==> config.mk <==
export PLATFORM = sky130hd
export DESIGN_NAME = uart_rx_param_flat
export DESIGN_NICKNAME = d
export VERILOG_FILES = /design/src/rtl/uart_rx_param_if.sv /design/src/rtl/uart_rx_param.sv /design/src/flat_wrapper.sv
export SDC_FILE = /design/constraint.sdc
export NUM_CORES = 1
export LEC_CHECK = 0
export CORE_AREA = 2 2 68 70
export CTS_BUF_LIST = sky130_fd_sc_hd__clkbuf_16
export DETAILED_ROUTE_END_ITERATION = 16
export DIE_AREA = 0 0 70 72
export PLACE_DENSITY_LB_ADDON = 0.15
export SKIP_LAST_GASP = 1
export SLEW_MARGIN = 0
export SYNTH_ARGS = -nofsm -noshare
export SYNTH_HDL_FRONTEND = slang
export SYNTH_SLANG_ARGS = --single-unit
==> constraint.sdc <==
create_clock -name clk -period 2.4 [get_ports clk]
set_input_delay 0.24 -clock clk [delete_from_list [all_inputs] [get_ports clk]]
set_output_delay 0.24 -clock clk [all_outputs]
set_load 0.05 [all_outputs]
==> src/rtl/uart_rx_param_if.sv <==
// Serial-side and host-side signals of the parametrised UART receiver.
// Break_det exists only when UART_RX_BREAK_DETECT_EN is defined.
interface uart_rx_param_if #(
   parameter int DATA_BITS = 8
);
   logic                 baud_tick;
   logic                 RXD;
   logic [DATA_BITS-1:0] RX_Data;
   logic                 Valid_rx;
   logic                 Parity_error;
   logic                 Stop_error;
   logic                 Busy;
`ifdef UART_RX_BREAK_DETECT_EN
   logic                 Break_det;

   modport slave (
      input  baud_tick, RXD,
      output RX_Data, Valid_rx, Parity_error, Stop_error, Busy, Break_det
   );
   modport master (
      output baud_tick, RXD,
      input  RX_Data, Valid_rx, Parity_error, Stop_error, Busy, Break_det
   );
`else
   modport slave (
      input  baud_tick, RXD,
      output RX_Data, Valid_rx, Parity_error, Stop_error, Busy
   );
   modport master (
      output baud_tick, RXD,
      input  RX_Data, Valid_rx, Parity_error, Stop_error, Busy
   );
`endif
endinterface

==> src/rtl/uart_rx_param.sv <==
// Parametrised oversampling UART receiver with majority voting and false-start rejection.
// Optional break detection is enabled with the macro UART_RX_BREAK_DETECT_EN.
//
// state       | meaning
// S_IDLE      | line idle, waiting for rxd_s low on a tick
// S_START     | validating start bit; mid-bit vote of 1 aborts as a false start
// S_DATA      | sampling DATA_BITS data bits, LSB first
// S_PARITY    | sampling parity bit (PARITY_MODE != 0 only)
// S_STOP      | sampling STOP_BITS stop bits; frame completes mid last stop bit
// S_WAIT_HIGH | after a break, waiting for the line to return high
module uart_rx_param #(
   parameter int DATA_BITS   = 8,
   parameter int OVERSAMPLE  = 16,
   parameter int PARITY_MODE = 1,
   parameter int STOP_BITS   = 1
) (
   input logic clk,
   input logic reset,
   uart_rx_param_if.slave bus
);

   localparam int TW = $clog2(OVERSAMPLE);
   localparam int IW = (DATA_BITS > 1) ? $clog2(DATA_BITS) : 1;
   localparam logic [TW-1:0] T_LAST = TW'(OVERSAMPLE - 1);
   localparam logic [TW-1:0] M_LO   = TW'(OVERSAMPLE / 2 - 1);
   localparam logic [TW-1:0] M_MID  = TW'(OVERSAMPLE / 2);
   localparam logic [TW-1:0] M_HI   = TW'(OVERSAMPLE / 2 + 1);
   localparam logic [IW-1:0] I_LAST = IW'(DATA_BITS - 1);
   localparam logic          S_LAST = 1'(STOP_BITS - 1);
   localparam logic          ODD    = (PARITY_MODE == 2);
   localparam logic          HAS_PAR = (PARITY_MODE != 0);

   typedef enum logic [2:0] {
      S_IDLE,
      S_START,
      S_DATA,
      S_PARITY,
      S_STOP
`ifdef UART_RX_BREAK_DETECT_EN
      , S_WAIT_HIGH
`endif
   } state_t;

   state_t               state_q, state_d;
   logic [TW-1:0]        tcnt_q, tcnt_d;
   logic [IW-1:0]        idx_q, idx_d;
   logic                 stop_cnt_q, stop_cnt_d;
   logic [1:0]           samp_q, samp_d;
   logic [DATA_BITS-1:0] shift_q, shift_d;
   logic                 perr_pend_q, perr_pend_d;
   logic                 serr_pend_q, serr_pend_d;
   logic                 seen_high_q, seen_high_d;
   logic [DATA_BITS-1:0] rx_data_q, rx_data_d;
   logic                 parity_error_q, parity_error_d;
   logic                 stop_error_q, stop_error_d;
   logic                 valid_q, valid_d;
   logic                 rxd_meta_q, rxd_meta_d;
   logic                 rxd_s_q, rxd_s_d;
`ifdef UART_RX_BREAK_DETECT_EN
   logic                 break_q, break_d;
   logic                 brk_now;
`endif

   logic          vote;
   logic [TW-1:0] tcnt_nxt;
   logic          serr_now;

   // Third sample is the live synchronised line at tcnt = M+1.
   assign vote     = (samp_q[0] & samp_q[1]) | (samp_q[0] & rxd_s_q) | (samp_q[1] & rxd_s_q);
   assign tcnt_nxt = (tcnt_q == T_LAST) ? '0 : tcnt_q + 1'b1;
   assign serr_now = serr_pend_q | ~vote;
`ifdef UART_RX_BREAK_DETECT_EN
   // Every vote in the frame (data, parity, stop) was low.
   assign brk_now  = ~seen_high_q & ~vote;
`endif

   always_comb begin
      state_d        = state_q;
      tcnt_d         = tcnt_q;
      idx_d          = idx_q;
      stop_cnt_d     = stop_cnt_q;
      samp_d         = samp_q;
      shift_d        = shift_q;
      perr_pend_d    = perr_pend_q;
      serr_pend_d    = serr_pend_q;
      seen_high_d    = seen_high_q;
      rx_data_d      = rx_data_q;
      parity_error_d = parity_error_q;
      stop_error_d   = stop_error_q;
      valid_d        = 1'b0;
`ifdef UART_RX_BREAK_DETECT_EN
      break_d        = 1'b0;
`endif
      rxd_meta_d     = bus.RXD;
      rxd_s_d        = rxd_meta_q;

      if (bus.baud_tick) begin
         if (tcnt_q == M_LO)  samp_d[0] = rxd_s_q;
         if (tcnt_q == M_MID) samp_d[1] = rxd_s_q;

         case (state_q)
            S_IDLE: begin
               tcnt_d = '0;
               if (!rxd_s_q) begin
                  state_d     = S_START;
                  tcnt_d      = TW'(1);
                  idx_d       = '0;
                  stop_cnt_d  = 1'b0;
                  perr_pend_d = 1'b0;
                  serr_pend_d = 1'b0;
                  seen_high_d = 1'b0;
               end
            end

            S_START: begin
               tcnt_d = tcnt_nxt;
               if ((tcnt_q == M_HI) && vote) begin
                  state_d = S_IDLE;
                  tcnt_d  = '0;
               end else if (tcnt_q == T_LAST) begin
                  state_d = S_DATA;
               end
            end

            S_DATA: begin
               tcnt_d = tcnt_nxt;
               if (tcnt_q == M_HI) begin
                  shift_d[idx_q] = vote;
                  seen_high_d    = seen_high_q | vote;
               end
               if (tcnt_q == T_LAST) begin
                  if (idx_q == I_LAST) begin
                     state_d = HAS_PAR ? S_PARITY : S_STOP;
                  end else begin
                     idx_d = idx_q + 1'b1;
                  end
               end
            end

            S_PARITY: begin
               tcnt_d = tcnt_nxt;
               if (tcnt_q == M_HI) begin
                  perr_pend_d = (^shift_q) ^ vote ^ ODD;
                  seen_high_d = seen_high_q | vote;
               end
               if (tcnt_q == T_LAST) state_d = S_STOP;
            end

            S_STOP: begin
               tcnt_d = tcnt_nxt;
               if (tcnt_q == M_HI) begin
                  serr_pend_d = serr_now;
                  seen_high_d = seen_high_q | vote;
                  if (stop_cnt_q == S_LAST) begin
                     state_d = S_IDLE;
                     tcnt_d  = '0;
`ifdef UART_RX_BREAK_DETECT_EN
                     if (brk_now) begin
                        state_d = S_WAIT_HIGH;
                        break_d = 1'b1;
                     end else begin
                        rx_data_d      = shift_q;
                        parity_error_d = HAS_PAR & perr_pend_q;
                        stop_error_d   = serr_now;
                        valid_d        = 1'b1;
                     end
`else
                     rx_data_d      = shift_q;
                     parity_error_d = HAS_PAR & perr_pend_q;
                     stop_error_d   = serr_now;
                     valid_d        = 1'b1;
`endif
                  end
               end else if (tcnt_q == T_LAST) begin
                  stop_cnt_d = 1'b1;
               end
            end

`ifdef UART_RX_BREAK_DETECT_EN
            S_WAIT_HIGH: begin
               tcnt_d = '0;
               if (rxd_s_q) state_d = S_IDLE;
            end
`endif

            default: begin
               state_d = S_IDLE;
               tcnt_d  = '0;
            end
         endcase
      end
   end

   always_ff @(posedge clk) begin
      if (reset) begin
         state_q        <= S_IDLE;
         tcnt_q         <= '0;
         idx_q          <= '0;
         stop_cnt_q     <= 1'b0;
         samp_q         <= 2'b11;
         shift_q        <= '0;
         perr_pend_q    <= 1'b0;
         serr_pend_q    <= 1'b0;
         seen_high_q    <= 1'b0;
         rx_data_q      <= '0;
         parity_error_q <= 1'b0;
         stop_error_q   <= 1'b0;
         valid_q        <= 1'b0;
         rxd_meta_q     <= 1'b1;
         rxd_s_q        <= 1'b1;
`ifdef UART_RX_BREAK_DETECT_EN
         break_q        <= 1'b0;
`endif
      end else begin
         state_q        <= state_d;
         tcnt_q         <= tcnt_d;
         idx_q          <= idx_d;
         stop_cnt_q     <= stop_cnt_d;
         samp_q         <= samp_d;
         shift_q        <= shift_d;
         perr_pend_q    <= perr_pend_d;
         serr_pend_q    <= serr_pend_d;
         seen_high_q    <= seen_high_d;
         rx_data_q      <= rx_data_d;
         parity_error_q <= parity_error_d;
         stop_error_q   <= stop_error_d;
         valid_q        <= valid_d;
         rxd_meta_q     <= rxd_meta_d;
         rxd_s_q        <= rxd_s_d;
`ifdef UART_RX_BREAK_DETECT_EN
         break_q        <= break_d;
`endif
      end
   end

   assign bus.RX_Data      = rx_data_q;
   assign bus.Valid_rx     = valid_q;
   assign bus.Parity_error = parity_error_q;
   assign bus.Stop_error   = stop_error_q;
   assign bus.Busy         = (state_q != S_IDLE);
`ifdef UART_RX_BREAK_DETECT_EN
   assign bus.Break_det    = break_q;
`endif

endmodule

==> src/flat_wrapper.sv <==
// flat-port wrapper written by rule: the top's interface ports become plain ports
module uart_rx_param_flat 
#(
   parameter int DATA_BITS   = 8,
   parameter int OVERSAMPLE  = 16,
   parameter int PARITY_MODE = 1,
   parameter int STOP_BITS   = 1
)
  (clk, reset, bus_baud_tick, bus_RXD, bus_RX_Data, bus_Valid_rx, bus_Parity_error, bus_Stop_error, bus_Busy);
  uart_rx_param_if #(.DATA_BITS(DATA_BITS)) bus_i ();
  input logic clk;
  input logic reset;
  input wire logic [$bits(bus_i.baud_tick)-1:0] bus_baud_tick;
  input wire logic [$bits(bus_i.RXD)-1:0] bus_RXD;
  output wire logic [$bits(bus_i.RX_Data)-1:0] bus_RX_Data;
  output wire logic [$bits(bus_i.Valid_rx)-1:0] bus_Valid_rx;
  output wire logic [$bits(bus_i.Parity_error)-1:0] bus_Parity_error;
  output wire logic [$bits(bus_i.Stop_error)-1:0] bus_Stop_error;
  output wire logic [$bits(bus_i.Busy)-1:0] bus_Busy;
  assign bus_i.baud_tick = bus_baud_tick;
  assign bus_i.RXD = bus_RXD;
  assign bus_RX_Data = bus_i.RX_Data;
  assign bus_Valid_rx = bus_i.Valid_rx;
  assign bus_Parity_error = bus_i.Parity_error;
  assign bus_Stop_error = bus_i.Stop_error;
  assign bus_Busy = bus_i.Busy;
  uart_rx_param #(.DATA_BITS(DATA_BITS), .OVERSAMPLE(OVERSAMPLE), .PARITY_MODE(PARITY_MODE), .STOP_BITS(STOP_BITS)) u_core (.clk(clk), .reset(reset), .bus(bus_i));
endmodule
==> metrics list <==
- Site Rows: 24
* First-pass iteration count of the detailed router: 4
- In the final routed layout, each cell accounts on average for 14.8 microns.
* Total standard cell area after synthesis: 1900 sq um
- After clock tree synthesis, the clock-pin slew on the worst setup and hold paths is 0.06 ns.
- After detailed placement, the design holds a cell count of 254.
- F_max: 0.474 GHz
* Terminus of the critical flop-to-flop path: u_core.state_q[1]
* Full die area: 5040 sq um
- Once the clock tree was built, the resizer swapped 0 gates to a different size.
- In this run the vertical extent of the chip is 72 microns.
- Most common flop cell mapped by yosys: dfxtp_1
- Num Clock Sinks: 36
- Relative area change from synthesis to final layout: 16.5%
* Crit-path max FO: 14
- The via count of the first global-routing pass is 1399.
- Number of cells traversed by the worst register-to-register path: 6
* Register bit total from synthesis: 36
- Residual antenna-violating net count after detailed routing: 0
* Most frequent standard cell in the layout excluding fill and tap cells: dfxtp_1
- The final critical path takes up 87.8% of the cycle.
- For flop-to-flop paths, the worst setup slack is 0.29 ns.
- In this run the tightest slew margin relative to its limit is 59.0%.
- Cells with a size suffix above 1 make up 10.5% of the layout.
* Critical Path Sink Type: output pin
- Data on the critical path arrives at its endpoint at 1.87 ns.
* CTS Buf Count: 5
* Master of the slowest instance on the critical path: clkdlybuf4s50_1
* Initial standard-cell utilization of the core: 44.5%
- IO Port Bufs: 15
- The flow ran to the end, and the final reports show no timing, DRC or antenna violations.
* Sequential fraction of the synthesis area: 38.0%
* Clock period minus worst slack: 2.11 ns
- Clock latency on the worst-skew pair: 0.28 ns
- Counting the fill cells in the layout gives 382.
- Counting instances, the worst hold path has a depth of 1.
- The first global-routing pass estimated 6.65 mm of wire.
- The number of nets handed over by synthesis was 208.
* Die W: 70 microns
* Worst hold path type: reg2reg
- Antenna diode count: 0
- Met3 Resource Use GR: 5.69%
* Final weighted congestion in routability-driven placement: 0.826
- Number of vias after detailed routing: 1474
* CTS tree: built
* Category of the worst setup path launch point: flop
- Counting every instance in the synthesized netlist gives 199.
* Count of synthesis-stage warnings from yosys: 0
- Post-route DRC: 0
- Mean post-synth cell area: 9.54 sq um
- The path with the worst hold slack has its endpoint at u_core.rxd_s_q.
- In this run the standard cell core region covers 4260 sq um.
- The worst-case IR drop observed on VDD is 572 uV.
- Most frequent cells in the layout: 36 x dfxtp_1, 27 x nor2_1, 22 x mux2i_1
- Number of nets in the layout: 218
* Total power density per cell area: 638 nW/um^2
- Measured on the finished design, the core utilization comes to 51.8%.
* Detailed placer's ending HPWL: 2.74 mm
- Setup slack closes at 0.292 ns.
- Remaining Overflow, GRT: 0
- Worst hold path startpoint: u_core.rxd_meta_q
* Vias per cell: 5.63
- Overall Global Routing Usage: 16.7%
* Lkg Pwr: 0.000941 uW
- Pin count of the biggest net entering global routing: 23
* Maximum Capacitance Violations: 0
- Met1 track demand over resource: 22.1%
- In this run the most used layer during global routing was met2.
* Worst clock skew: 0.00692 ns
- Longest Clk Path Bufs: 2
* Maximum single-stage delay on the critical path: 0.79 ns
- Count of placed standard cells in the final layout, fillers left out: 262
* Worst path cell trace: or3_1 -> clkdlybuf4s50_1
* Number of top-level design ports: 16
- The setup path with the least slack is of type reg2out.
- Starting DRC count in detailed routing: 133
* Final setup TNS: 0 ns
- In this run, post-CTS hold repair placed 0 buffers.
* Cell at the root of the clock tree: clkbuf_16
* Met2 GRT Util: 25.9%
- Wires add up to 3.88 mm.
* Count of different cell masters after synthesis: 43
- Slew of the pin with the lowest slew margin: 0.613 ns
- H-tree lvl count: 2
* Final number of hold-violating endpoints: 0
- Origin of the critical flop-to-flop path: u_core.idx_q[0]
- In the final layout, the multi-input gates occupy 1070 sq um.
* Number of enable flip-flop cells after synthesis: 0
* Required @ worst endpoint: 2.16 ns
- Final Max Tran Viols: 0
- Number of buffers inserted to repair setup after CTS: 0
- The number of antenna violations at the first check in global routing was 0.
- Across the whole layout, storage elements account for 721 sq um.
* Post-synthesis async set-or-reset flop share: 0%
* Dpl ws: 0.238 ns
- Setup violations remaining at the end of the flow were counted as 0.
- Setup repair after global routing left no endpoint under its margin.
==> Yosys cell counts (all sizes together) (3+ instances only) <==
cell type  instances  area, sq um
a21oi             10         50.1
o311ai             3         26.3
o31ai              3         22.5
nand2b             4         25.0
nand3              4         20.0
or2                3         18.8
mux2i             22          220
nand4b             7         61.3
xnor2              6         52.6
nor3               3         15.0
or3                4         35.0
dfxtp             36          721
inv                7         26.3
clkbuf             7         26.3
nor2              27          101
nor2b              4         25.0
buf                7         58.8
nand4              6         37.5
nand2              5         18.8
or3b               3         26.3
ha                 5         62.6
==> flip-flops by register name, indices dropped and copies added (netlist names), 2 cells and up <==
name / flops
u_core.state_q: 3
u_core.bus.RX_Data: 8
u_core.tcnt_q: 4
u_core.idx_q: 3
u_core.shift_q: 8
u_core.samp_q: 2
==> cell families after synthesis <==
| group | Yosys count | share of synthesized area [%] |
|---|---|---|
| buffers and inverters | 21 | 5.87 |
| xor gates and xnor gates | 7 | 3.96 |
| adders and majority gates | 6 | 3.82 |
| AOI/OAI and AO/OA | 29 | 12.3 |
| and+or+nand+nor | 78 | 24.5 |
| muxes | 22 | 11.6 |
| DFF | 36 | 38.0 |
==> metrics by stage <==
stage | total power, uW | cell area (sq um) | hold slack, ns
after detailed placement | 698 | 2040 | 0.402
after floorplan | 681 | 1900 | 0.344
after CTS | 1430 | 2210 | 0.417
after global routing | 1470 | 2210 | 0.424
final | 1410 | 2210 | 0.411
after global placement | 695 | 2040 | 0.393
==> how the worst max path moves through the flow <==
stage,from,to,slack [ns]
floorplan,u_core.tcnt_q[0],u_core.state_q[1],0.64
global placement,bus_baud_tick,u_core.state_q[1],0.30
detailed placement,bus_baud_tick,u_core.state_q[2],0.24
CTS,u_core.state_q[2],bus_Busy,0.29
global route,u_core.state_q[2],bus_Busy,0.19
finish,u_core.state_q[2],bus_Busy,0.29
==> routing by layer <==
| metal | vias to the layer above | part of all wire, % |
|---|---|---|
| li1 | 734 | - |
| met1 | 698 | 47 |
| met2 | 37 | 47 |
| met4 | 0 | 1.1 |
| met3 | 5 | 4.6 |
| met5 | - | 0 |
==> where the power goes <==
group	internal (uW)	switching (uW)	leakage, uW
registers	603	9.37	0.000291
logic	28.6	46.4	0.000571
clock network	487	236	0.0000798
total	1120	292	0.000941
==> cell type report <==
type	count	share of cell area, %
multi-input cells	142	48.2
well taps	52	2.94
clock buffers	5	5.66
clock inverters	3	1.92
repair buffers	17	7.47
flip-flops and latches	36	32.6
inverters	7	1.19
==> critical path: cells and delay by family (launching register included) <==
kind          cells  cell delay (ns)
flops             1             0.61
simple gates      1             0.19
buf+inv           1             0.79
(Power assumes the default switching activity.)
==> RTL edit 1 (same settings) <==
Re-encode `state_t` (5 states) as one-hot, 5 bits wide.
--- a/src/rtl/uart_rx_param.sv
+++ b/src/rtl/uart_rx_param.sv
@@ -30,12 +30,12 @@
    localparam logic          ODD    = (PARITY_MODE == 2);
    localparam logic          HAS_PAR = (PARITY_MODE != 0);
 
-   typedef enum logic [2:0] {
-      S_IDLE,
-      S_START,
-      S_DATA,
-      S_PARITY,
-      S_STOP
+   typedef enum logic [4:0] {
+      S_IDLE   = 5'b00001,
+      S_START  = 5'b00010,
+      S_DATA   = 5'b00100,
+      S_PARITY = 5'b01000,
+      S_STOP   = 5'b10000
 `ifdef UART_RX_BREAK_DETECT_EN
       , S_WAIT_HIGH
 `endif
Formal check against the unedited RTL: same outputs for any inputs over 10 cycles, from zero or initial values and one cycle with reset high; not proved beyond that.
==> RTL edit 1 against the original RTL <==
  * Setup slack lost 0.073 ns
  * Sequential cell count is 2 higher
  * Design area grew 1.1%
  * Routed wire length increased by 6.8%
  * Synthesized cell count increased by 11%
  * Clock skew is 0.0053 ns lower
  * Register-to-register slack improved by 0.12 ns
  * Area after synthesis is 0.40% higher
  * Total power shrank 4.2%
  * Cell count rose by 10%
  * Hold slack worse by 0.00099 ns
  * Critical path type unchanged
  * Critical endpoint unchanged
  * Largest power group is now registers
==> RTL edit 1: results (changes against the original RTL) <==
largest net degree at the start of global routing 33 (+43%); delay-heaviest family, CP simple AND/OR/NAND/NOR gates; longest individual stage delay on the worst path 0.58 ns (-0.21 ns); net count after synthesis 230 (+11%); Tightest Pin Transition 0.8164 ns (+0.2030 ns); Slowest-stage cell, CP or4b_1; number of synthesis warnings 0 (unchanged); count of final hold-check violations 0 (unchanged); placed wire-length estimate 2923 um (+6.8%); Critical Path Fanout Max 8 (-6); share of layout cells above drive strength 1 8.439% (-2.0 points); grt ovf 0 (unchanged); top-area cell type share of the netlist area 39.92% (+2.0 points); antenna violations before repair 0 (unchanged); clk_skew 0.001614 ns (-0.005310 ns); Vias/cell 5.571 (-0.98%); fraction of the yosys area taken by sequential cells 39.92% (+2.0 points); initial DRC count 114 (-14%); leakage power 0.0008142 uW (-13%); first-pass GRT wire length 7203 um (+8.3%); Total Wirelength 4143 um (+6.8%); vias in the first global route 1,446 (+3.4%); top cells by area, synth dfxtp_1, nand2_1, mux2i_1; Max IR drop VDD 245.9 uV (-57%); global-route usage over all layers 17.92% (+1.2 points); dpl cells 281 (+11%); Worst EP arrival 1.94 ns (+0.07 ns); Synth top cells by count dfxtp_1, nand2_1, nor2_1; Cells after Synth 221 (+11%); status finished, final reports clean; Avg WL per Cell 14.34 um (-3.1%); Final GP Congestion 0.8673 (+5.0%); Yosys cell types 50 (+16%); switching power 312.3 uW (+6.9%); fin nets 245 (+12%)
-- RTL edit 1: cell count changes after synthesis, sizes merged, moves of 5 or more --
cell and change:
nand4 -5, nor3 +5, nand2 +24, nor2 -6, nand4b -5, mux2i -12
-- RTL edit 1: layer usage --
layer  GRT usage (%)  vias up  wire [um]
met5               0        -          0
met4           6.410        0         61
met3           3.750        6        162
met2           26.24       32       1756
met1           26.12      745       2163
li1                -      827          -
-- RTL edit 1: through the flow --
stage / worst slack [ns] / util (%) / instance area (um2) / total power (uW)
after floorplan: 0.4381 / - / 1906 / 703.9
after global routing: 0.07494 / 52.44 / 2236 / 1396
after CTS: 0.2305 / 52.44 / 2236 / 1368
after detailed placement: 0.2645 / 49.15 / 2096 / 727.2
after global placement: 0.2683 / 49.15 / 2096 / 728.8
final: 0.2193 / 52.44 / 2236 / 1351
-- RTL edit 1: worst paths after layout --
check,startpoint,end,slack (ns),depth (start not counted)
hold / removal,u_core.rxd_meta_q,u_core.rxd_s_q,0.41,1
setup / recovery,u_core.state_q[1],bus_Busy,0.22,4
hold reg to reg,u_core.rxd_meta_q,u_core.rxd_s_q,0.41,1
setup reg to reg,u_core.tcnt_q[0],u_core.state_q[3],0.41,6
-- RTL edit 1: logic make-up after synthesis --
group / share of synthesized area, %
and+or+nand+nor: 25.94
AOI/OAI and AO/OA: 15.69
DFF: 39.92
buffers and inverters: 4.662
muxes: 5.844
xor gates and xnor gates: 4.137
adders and majority gates: 3.808
-- RTL edit 1: repair_timing --
| action | in CTS | in global routing |
|---|---|---|
| gates resized for setup | 1 | 0 |
| endpoints found under the hold margin | 0 | 0 |
| endpoints found under the setup margin | 1 | 0 |
-- RTL edit 1: power by group through the flow --
stage / registers, uW / logic [uW] / clock network [uW]
finish: 641 / 72.4 / 638
global route: 641 / 79.5 / 675
CTS: 640 / 71.9 / 656
detailed placement: 654 / 73.0 / 0
global placement: 654 / 74.9 / 0
floorplan: 653 / 51.2 / 0
-- RTL edit 1: final cells by class --
type,instances,area (um2)
inverters,9,33.78
fillers,410,2028
well taps,52,65.06
clock buffers,5,125.1
repair buffers,19,178.9
clock inverters,3,16.27
multi-input cells,163,1056
flip-flops and latches,38,760.7
==> RTL edit 2 (same flow settings) <==
Made on the original files. `PARITY_MODE` is set to 1 in 2 places; all go to 0.
--- a/src/rtl/uart_rx_param.sv
+++ b/src/rtl/uart_rx_param.sv
@@ -11,7 +11,7 @@
 module uart_rx_param #(
    parameter int DATA_BITS   = 8,
    parameter int OVERSAMPLE  = 16,
-   parameter int PARITY_MODE = 1,
+   parameter int PARITY_MODE = 0,
    parameter int STOP_BITS   = 1
 ) (
    input logic clk,
--- a/src/flat_wrapper.sv
+++ b/src/flat_wrapper.sv
@@ -3,7 +3,7 @@
 #(
    parameter int DATA_BITS   = 8,
    parameter int OVERSAMPLE  = 16,
-   parameter int PARITY_MODE = 1,
+   parameter int PARITY_MODE = 0,
    parameter int STOP_BITS   = 1
 )
   (clk, reset, bus_baud_tick, bus_RXD, bus_RX_Data, bus_Valid_rx, bus_Parity_error, bus_Stop_error, bus_Busy);
Function: no difference found for any inputs over 10 cycles, from zero or initial values and one cycle with reset high; that may be too few to reach the edited logic, so the function may still have changed.
==> RTL edit 2 against the original RTL <==
  * Setup slack better by 0.080 ns
  * Critical path depth rose by 3
  * Total power increased by 4.0%
  * Routed wire length decreased by 6.9%
  * Count of clock-buffer cells in the layout is the same
  * First-iteration DRC count is 13% lower
  * Cell count fell by 6.1%
  * Hold slack is essentially flat
  * Sequential cell count fell by 2
  * Area after synthesis shrank 13%
  * Design area decreased by 8.4%
  * Critical path type is now reg2reg
  * Largest cell class unchanged
  * Largest power group unchanged
==> RTL edit 2: results (changes against the original RTL) <==
status finished, final reports clean; net count after synthesis 189 (-9.1%); fraction of the yosys area taken by sequential cells 41.03% (+3.1 points); Setup WS pre-CTS 0.4103 ns (+0.1725 ns); Max IR drop VDD 431.0 uV (-25%); routed vias 1,344 (-8.8%); Worst Hold End u_core.rxd_s_q; Total Wirelength 3609 um (-6.9%); leakage power 0.0007308 uW (-22%); Worst EP arrival 2.19 ns (+0.32 ns); first-pass GRT wire length 5844 um (-12%); Worst Hold Launch u_core.rxd_meta_q; Critical Path Fanout Max 7 (-7); worst hold path type reg2reg; Vias/cell 5.463 (-2.9%); clock buffer count from CTS 5 (unchanged); Cells after Synth 180 (-9.5%); vias in the first global route 1,216 (-13%); TritonRoute pass-1 iters 5 (+1); R2R Path End u_core.state_q[1]; H-tree depth 2 (unchanged); Final GP Congestion 0.8005 (-3.1%); Synth top cells by count dfxtp_1, nor2_1, mux2i_1; placed wire-length estimate 2414 um (-12%); worst-case reg-to-reg path depth 5 (-1); top cells by area, synth dfxtp_1, mux2i_1, nor2_1; fin nets 202 (-7.3%); share of layout cells above drive strength 1 12.89% (+2.4 points); dpl cells 238 (-6.3%); root buffer selected by CTS clkbuf_16; clk_skew 0.004573 ns (-0.002351 ns); IO buf count 14 (-1); worst rel slew slack 61.06% (+2.1 points); Reg2Reg Setup Slack 0.37 ns (+0.08 ns); placed cell area 0.001832 mm2 (-10%); global-route usage over all layers 14.71% (-2.0 points); CP Launch Point u_core.tcnt_q[0]; ys async rst share 0% (unchanged); initial DRC count 116 (-13%); Yosys cell types 50 (+16%); Gates resized, CTS repair 0 (unchanged); largest net degree at the start of global routing 23 (unchanged); CTS Buffer Depth 2 (unchanged)
## RTL edit 2: changes by cell type after synthesis, sizes merged, moves of 3 or more
cell,change
nand2,+12
nor2,-8
nand4,-6
xnor2,-6
o21ai,+5
a21oi,-4
mux2i,-4
nand3b,+3
nand4b,-3
nor2b,-3
## RTL edit 2: layer usage
metal	vias to the layer above	routed length [um]	track usage, %
met5	-	0	0
met4	0	25	5.769
met2	33	1685	22.33
met3	2	154	4.167
met1	638	1743	19.90
li1	671	-	-
## RTL edit 2: power breakdown
group | internal (uW) | switching [uW] | total (uW) | leakage, uW
sequential | 567 | 4.03 | 571 | 0.000274
clock | 596 | 247 | 843 | 0.0000940
combinational | 17.8 | 34.7 | 52.5 | 0.000362
total | 1180 | 285 | 1470 | 0.000731
## RTL edit 2: how the worst max path moves through the flow
stage | depth (start not counted) | slack [ns] | end
after detailed placement | 5 | 0.41 | u_core.shift_q[0]
after global routing | 5 | 0.24 | u_core.state_q[1]
after global placement | 5 | 0.47 | u_core.state_q[1]
final | 5 | 0.37 | u_core.state_q[1]
after floorplan | 5 | 0.61 | u_core.state_q[1]
after CTS | 2 | 0.38 | bus_Busy
## RTL edit 2: critical path, cell delays in order, from the launching register on
cell and delay, ns:
dfxtp_1 0.44, ha_1 0.25, nor4bb_1 0.40, a211oi_1 0.16
nor3_1 0.30, mux2_2 0.38
## RTL edit 2: cell type report
class / count / area, um2
tap: 52 / 65.06
multi-input combinational: 128 / 893.4
timing repair buffer: 18 / 170.2
clock buffer: 5 / 125.1
sequential: 34 / 680.7
inverter: 6 / 22.52
clock inverter: 3 / 68.82
fill: 391 / 2238
## RTL edit 2: cells by family after synthesis
family,count (synthesis),share of synthesized area (%)
AOI/OAI and AO/OA,30,12.67
adders and majority gates,6,4.374
buffers and inverters,18,5.128
DFF,34,41.03
muxes,19,11.54
other,1,0.2260
and+or+nand+nor,72,25.04
## RTL edit 2: through the flow
step                      util, %  hold WS [ns]
after floorplan                 -        0.3438
after global placement      42.96        0.3971
after detailed placement    42.96        0.4000
after CTS                   47.51        0.4139
after global routing        47.51        0.4284
final                       47.51        0.4110
